--- config.mk ---
export PLATFORM = sky130hd
export DESIGN_NAME = alu_arbiter
export DESIGN_NICKNAME = d
export VERILOG_FILES = /design/src/rtl/alu_arbiter_pkg.sv /design/src/rtl/alu_arbiter_rr_grant2.sv /design/src/rtl/alu_arbiter.sv
export SDC_FILE = /design/constraint.sdc
export NUM_CORES = 1
export LEC_CHECK = 0
export CAP_MARGIN = 15
export CORE_MARGIN = 2
export CORE_UTILIZATION = 41
export DETAILED_ROUTE_END_ITERATION = 6
export MAX_ROUTING_LAYER = met4
export PLACE_DENSITY = 0.95
export SLEW_MARGIN = 20
export SYNTH_ARGS = -nofsm -noshare
export SYNTH_HDL_FRONTEND = slang
export SYNTH_SLANG_ARGS = --single-unit
--- constraint.sdc ---
create_clock -name clk -period 4 [get_ports clk]
set_input_delay 0.8 -clock clk [delete_from_list [all_inputs] [get_ports clk]]
set_output_delay 0.8 -clock clk [all_outputs]
set_load 0.1 [all_outputs]
--- src/rtl/alu_arbiter_pkg.sv ---
// Shared definitions for the ALU arbiter: state encoding and ALU op codes.
// Op code 0 is deliberately unassigned so the reset value of alu_op yields result 0.
package alu_arbiter_pkg;

    typedef enum logic [1:0] {
        ARB_IDLE = 2'd0,
        ARB_EXEC = 2'd1,
        ARB_RESP = 2'd2
    } arb_state_e;

    localparam logic [3:0] OP_ADDU    = 4'h1;
    localparam logic [3:0] OP_SUBU    = 4'h2;
    localparam logic [3:0] OP_AND     = 4'h3;
    localparam logic [3:0] OP_OR      = 4'h4;
    localparam logic [3:0] OP_SHIFT16 = 4'h5;
    localparam logic [3:0] OP_EQUAL   = 4'h6;

endpackage

--- src/rtl/alu_arbiter_rr_grant2.sv ---
// Two-way round-robin grant: on contention the port that did not win last time is chosen.
module rr_grant2 (
    input  logic [1:0] valid,
    input  logic       rr_last,
    output logic [1:0] grant
);

    always_comb begin
        grant = valid;
        if (valid == 2'b11) begin
            grant = rr_last ? 2'b01 : 2'b10;
        end
    end

endmodule

--- src/rtl/alu_arbiter.sv ---
// Shares one combinational ALU between two requesters, one operation in flight.
// state    | meaning
// ARB_IDLE | waiting for a request, req_ready one-hot to the granted port
// ARB_EXEC | latched operands drive the ALU, result captured at end of cycle
// ARB_RESP | resp_valid held to the owner until it asserts resp_ready
module alu_arbiter
    import alu_arbiter_pkg::*;
#(
    parameter int W   = 32,
    parameter int OPW = 4
) (
    input  logic             clk,
    input  logic             reset_n,
    input  logic [1:0]       req_valid,
    output logic [1:0]       req_ready,
    input  logic [2*W-1:0]   req_data1,
    input  logic [2*W-1:0]   req_data2,
    input  logic [2*OPW-1:0] req_op,
    output logic [1:0]       resp_valid,
    input  logic [1:0]       resp_ready,
    output logic [W-1:0]     resp_result,
    output logic             resp_judge,
    output logic [W-1:0]     alu_data1,
    output logic [W-1:0]     alu_data2,
    output logic [OPW-1:0]   alu_op,
    input  logic [W-1:0]     alu_result,
    input  logic             alu_judge
);

    arb_state_e     state, state_next;
    logic [1:0]     grant;
    logic           rr_last;
    logic           owner;
    logic           handshake;
    logic           hs_port;
    logic [W-1:0]   data1_q, data2_q, result_q;
    logic [OPW-1:0] op_q;
    logic           judge_q;

    rr_grant2 u_rr_grant2 (
        .valid   (req_valid),
        .rr_last (rr_last),
        .grant   (grant)
    );

    assign handshake = |(req_valid & req_ready);
    assign hs_port   = grant[1];

    always_comb begin
        state_next = state;
        req_ready  = 2'b00;
        resp_valid = 2'b00;
        case (state)
            ARB_IDLE: begin
                req_ready = grant;
                if (handshake) state_next = ARB_EXEC;
            end
            ARB_EXEC: state_next = ARB_RESP;
            ARB_RESP: begin
                resp_valid = owner ? 2'b10 : 2'b01;
                if (resp_ready[owner]) state_next = ARB_IDLE;
            end
            default: state_next = ARB_IDLE;
        endcase
    end

    always_ff @(posedge clk or negedge reset_n) begin
        if (!reset_n) begin
            state    <= ARB_IDLE;
            rr_last  <= 1'b1;
            owner    <= 1'b0;
            data1_q  <= '0;
            data2_q  <= '0;
            op_q     <= '0;
            result_q <= '0;
            judge_q  <= 1'b0;
        end else begin
            state <= state_next;
            if (handshake) begin
                data1_q <= hs_port ? req_data1[2*W-1:W]     : req_data1[W-1:0];
                data2_q <= hs_port ? req_data2[2*W-1:W]     : req_data2[W-1:0];
                op_q    <= hs_port ? req_op[2*OPW-1:OPW]    : req_op[OPW-1:0];
                owner   <= hs_port;
                rr_last <= hs_port;
            end
            if (state == ARB_EXEC) begin
                result_q <= alu_result;
                judge_q  <= alu_judge;
            end
        end
    end

    // ALU inputs come only from registers so requester bus activity never reaches the ALU.
    assign alu_data1   = data1_q;
    assign alu_data2   = data2_q;
    assign alu_op      = op_q;
    assign resp_result = result_q;
    assign resp_judge  = judge_q;

endmodule

==> results of run 1 <==
==> worst register-to-register path, cell delays in order, from the launching register on <==
cell,delay (ps)
dfrtp_1,440
nor2_4,770
and2_4,850
a31oi_1,240
==> sequential cells by signal, indices dropped and copies added (netlist names) <==
register / count
alu_data1: 32
alu_data2: 32
resp_result: 32
alu_op: 4
state: 2
owner: 1
resp_judge: 1
rr_last: 1
==> layout make-up <==
cell class / count / area, sq um
Timing Repair Buffer: 285 / 2870
Fill cell: 738 / 3180
Clock buffer: 9 / 225
Sequential cell: 105 / 2630
Multi-Input combinational cell: 323 / 1850
Inverter: 1 / 3.75
Clock inverter: 7 / 56.3
Tap cell: 140 / 175
==> synth_stat cells <==
master,n,area [sq um]
a31oi_2,10,125
clkbuf_1,23,86.3
nand2b_1,3,18.8
a21bo_2,2,20.0
and2_4,1,8.76
a21oi_1,69,345
buf_4,1,7.51
a21boi_2,1,11.3
or2_1,1,6.26
nor3_1,1,5.00
mux2_2,34,383
and3_1,1,6.26
nor2_1,3,11.3
o21ai_0,2,10.0
buf_2,15,75.1
nand2_1,137,514
buf_6,3,33.8
dfrtp_1,104,2600
dfstp_2,1,26.3
inv_1,1,3.75
a31oi_1,58,363
==> final timing paths <==
path                                   endpoint  slack, ps  depth (start not counted)
min in group clk                 resp_result[5]        510                          1
worst max-delay path              resp_valid[1]        910                          3
worst min register to register   resp_result[5]        510                          1
worst min-delay path               alu_data1[1]        490                          1
worst max register to register    alu_data1[26]       1540                          3
max in group asynchronous       resp_result[30]       2760                          2
==> metal layers <==
layer  routed length, microns  vias to the layer above  track usage (%)
li1                         -                     2144                -
met1                     5930                     2244             30.2
met2                     7850                      299             44.6
met3                     1250                       39             5.65
met4                      487                        0             10.6
met5                        0                        -                -
==> stage by stage <==
step | hold slack (ps) | utilization (%) | std cells | setup WS [ps] | instance area [sq um]
floorplan | 504 | - | 471 | 694 | 4670
global placement | 487 | 68.5 | 854 | 1200 | 7520
detailed placement | 492 | 68.5 | 854 | 1130 | 7520
CTS | 509 | 71.1 | 870 | 904 | 7800
global route | 535 | 71.1 | 870 | 846 | 7800
finish | 486 | 71.1 | 870 | 909 | 7800
==> cells by family (layout without fill, tap and decap cells) <==
kind of cell    after synthesis  count (layout)
mux                          34              34
flops                       105             105
simple gates                147             147
buf+inv                      43             302
compound gates              142             142
==> reports/metrics.cfg, run 1 <==
[yosys]
ys_seq_area_share_pct = 56.4
avgSynthCellArea_sq_um = 9.90
synth-adder-area-share_pct = 0
muxShareOfSynthArea_pct = 8.21
synth_top_family_by_area = compound AO/OA/AOI/OAI gates
synthesis.nets = 646
synth_warnings = 0
syn_area_sq_um = 4660
yosys.cell_types.count = 21
synth_compound_area_share_pct = 18.8
ys_ff_latch = 105
synth_xor_area_share_pct = 0
synthCells = 471
synth-simple-area-share_pct = 12.2

[critical_path]
critPathLaunch = state[0]
cp_cell_sequence = nand2b_1 -> nor2_1 -> clkdlybuf4s50_1
worstSetupStartpointType = register
required_ps = 3200
worstPathArrival_ps = 2290
crit_buf_inv = 1
max_stage_delay_ps = 1190
critPathKind = reg -> out
worstPathMaxFanout = 4
r2r-start = state[0]
cp_slowest_cell = clkdlybuf4s50_1
critPathTopFamily = buffers and inverters
endpoint_kind = output pin

[timing]
worstMarginPinSlew_ps = 1040
clock-skew-final_ps = 9.48
max_freq_ghz = 0.324
rsz0062_at_grt = no
maxSlewViolCount = 0
finalHoldViolCount = 0
post-route-min-period_ps = 3090
slew_headroom_pct = 30.3
finalCritPeriodShare_pct = 77.3
setup_viol = 0
setup_tns_ps = 0

[clocking]
cts.path.max_buffers = 2
clock-sinks = 105
clkLatencyLatePin_ps = 340
hold_buffers = 0
cts_buffers = 9
post_cts_buffers = 0
h-tree-depth = 3
clkTransAtPathRegs_ps = 70
cts_root_buffer = clkbuf_16
ctsResizeCount = 0
cts_tree = done

[floorplan]
dieArea_sq_um = 12200
die_w_microns = 111
num_rows = 38
die_h_microns = 111
core_area_sq_um = 11000
start_util_pct = 42.5
io_pins = 280

[placed_design]
gp_congestion = 0.868
hpwl_microns = 11000
io_buffers = 279

[outcome]
status = completed

[layout]
insertedDiodeCount = 0
layout_common_cells = 276 x clkdlybuf4s50_1, 137 x nand2_1, 104 x dfrtp_1
drive_gt1_share_pct = 10.5
fin_nets = 900
layout_commonest_cell = clkdlybuf4s50_1
area_growth_pct = 67.4

[global_routing]
grt_usage_pct = 26.2
grt_overflow_total = 0
grt_pass1_wl_microns = 25200
grt_max_degree = 70
grt_pass1_vias = 4963
antenna_found_initial = 0

[routing]
drcViolationCount = 0
wirelength_microns = 15500
drtIter0Drc = 338
vias = 4726
final_antenna_net_count = 0
vias_per_cell = 5.43
dr.pass1.iters = 4
wl_per_cell_microns = 17.8

[job]
cap_violations = 0

[worst_hold_path]
hold_class = in -> async

Power of run 1 is not shown: default switching activity piles up to over one toggle a cycle in this logic, so the estimate is an artifact.
==> inputs of run 2 (changes only) <==
--- a/config.mk
+++ b/config.mk
@@ -7,10 +7,10 @@
 export LEC_CHECK = 0
 export CAP_MARGIN = 15
 export CORE_MARGIN = 2
-export CORE_UTILIZATION = 41
+export CORE_UTILIZATION = 38
 export DETAILED_ROUTE_END_ITERATION = 6
 export MAX_ROUTING_LAYER = met4
-export PLACE_DENSITY = 0.95
+export PLACE_DENSITY = 0.89
 export SLEW_MARGIN = 20
 export SYNTH_ARGS = -nofsm -noshare
 export SYNTH_HDL_FRONTEND = slang
==> constraint.sdc (replaced) <==
create_clock -name clk -period 2.9 [get_ports clk]
set_input_delay 0.58 -clock clk [delete_from_list [all_inputs] [get_ports clk]]
set_output_delay 0.58 -clock clk [all_outputs]
set_load 0.1 [all_outputs]
==> run 2 against run 1 <==
  * Non-clock buffer count unchanged
  * Cell area decreased by 2.7%
  * Via count decreased by 2.7%
  * Critical path depth rose by 1
  * Final cell count is 0.80% higher
  * Hold slack lost 210 ps
  * Critical path type is now in -> out
==> reports/metrics.cfg, run 2 (same netlist as run 1, synthesis figures left out) <==
[layout]
layout_commonest_cell = clkdlybuf4s50_1
insertedDiodeCount = 0
fin_nets = 900
layout_common_cells = 173 x clkdlybuf4s50_1, 137 x nand2_1, 108 x buf_4
drive_gt1_share_pct = 24.7
area_growth_pct = 62.8

[routing]
final_antenna_net_count = 0
vias = 4597
drcViolationCount = 0
drtIter0Drc = 353
wirelength_microns = 14700
vias_per_cell = 5.24
wl_per_cell_microns = 16.7
dr.pass1.iters = 4

[clocking]
hold_buffers = 0
h-tree-depth = 3
cts_buffers = 9
cts_tree = done
clock-sinks = 105
post_cts_buffers = 0
ctsResizeCount = 0
cts.path.max_buffers = 2
cts_root_buffer = clkbuf_16
clkTransAtPathRegs_ps = 70
clkLatencyLatePin_ps = 340

[floorplan]
dieArea_sq_um = 13200
num_rows = 40
die_w_microns = 115
start_util_pct = 38.8
core_area_sq_um = 12000
die_h_microns = 115
io_pins = 280

[global_routing]
antenna_found_initial = 0
grt_pass1_vias = 4573
grt_max_degree = 106
grt_overflow_total = 0
grt_pass1_wl_microns = 22200
grt_usage_pct = 21.8

[timing]
max_freq_ghz = 0.425
setup_viol = 0
rsz0062_at_grt = no
slew_headroom_pct = 46.1
finalHoldViolCount = 0
clock-skew-final_ps = 9.99
post-route-min-period_ps = 2350
setup_tns_ps = 0
finalCritPeriodShare_pct = 81.2
maxSlewViolCount = 0
worstMarginPinSlew_ps = 808

[critical_path]
worstPathArrival_ps = 1770
endpoint_kind = output pin
critPathKind = in -> out
worstPathMaxFanout = 5
required_ps = 2320
worstSetupStartpointType = input port

[job]
cap_violations = 0

[placed_design]
hpwl_microns = 10200
gp_congestion = 0.827
io_buffers = 279

[outcome]
status = completed

[worst_hold_path]
hold_class = in -> async

## run 2: cell types whose count changed in the layout (fill, tap and decap cells not counted)
| cell | previous run | this run |
|---|---|---|
| clkdlybuf4s50_1 | 276 | 173 |
| clkbuf_8 | 0 | 1 |
| clkinv_2 | 1 | 2 |
| inv_6 | 0 | 2 |
| bufinv_16 | 0 | 1 |
| inv_8 | 1 | 0 |
| buf_4 | 6 | 108 |
| buf_12 | 3 | 4 |
| clkinvlp_4 | 3 | 1 |
| clkinv_4 | 2 | 0 |
## run 2: worst paths after layout
kind	start	to	slack, ps	depth (start not counted)
max	req_valid[1]	req_ready[1]	550	4
min	reset_n	resp_result[15]	270	2
max reg2reg	rr_last	alu_data2[1]	1120	4
min reg2reg	resp_result[25]	resp_result[25]	510	1
max in group asynchronous	reset_n	alu_data2[3]	2130	2
min in group clk	resp_result[25]	resp_result[25]	510	1
## run 2: routing by layer
layer  vias to the layer above  track usage, %  routed length, microns
li1                       2138               -                       -
met3                        32            3.95                     933
met2                       247            37.4                    7620
met4                         0            7.87                     384
met5                         -               -                       0
met1                      2180            25.8                    5730
## run 2: metrics by stage
stage          area (sq um)  setup WS, ps  hold WS (ps)  util [%]  cells
6_report               7590           545           273      63.2    877
2_1_floorplan          4670          33.9           284         -    471
3_5_place_dp           7290           489           495      60.7    861
4_1_cts                7590           535           330      63.2    877
3_3_place_gp           7290           542           488      60.7    861
5_1_grt                7590           473           346      63.2    877
## run 2: final cells by class
| cell class | count | area [sq um] |
|---|---|---|
| Inverter | 1 | 3.75 |
| Fill cell | 981 | 4420 |
| Clock inverter | 6 | 65.1 |
| Timing Repair Buffer | 285 | 2620 |
| Sequential cell | 105 | 2630 |
| Multi-Input combinational cell | 323 | 1850 |
| Tap cell | 147 | 184 |
| Clock buffer | 10 | 239 |
## run 2: critical path: stages
cell and delay [ps]:
clkdlybuf4s50_1 530, a21bo_2 260, nor3_2 180, buf_12 210
Power of run 2 is left out for the same reason.
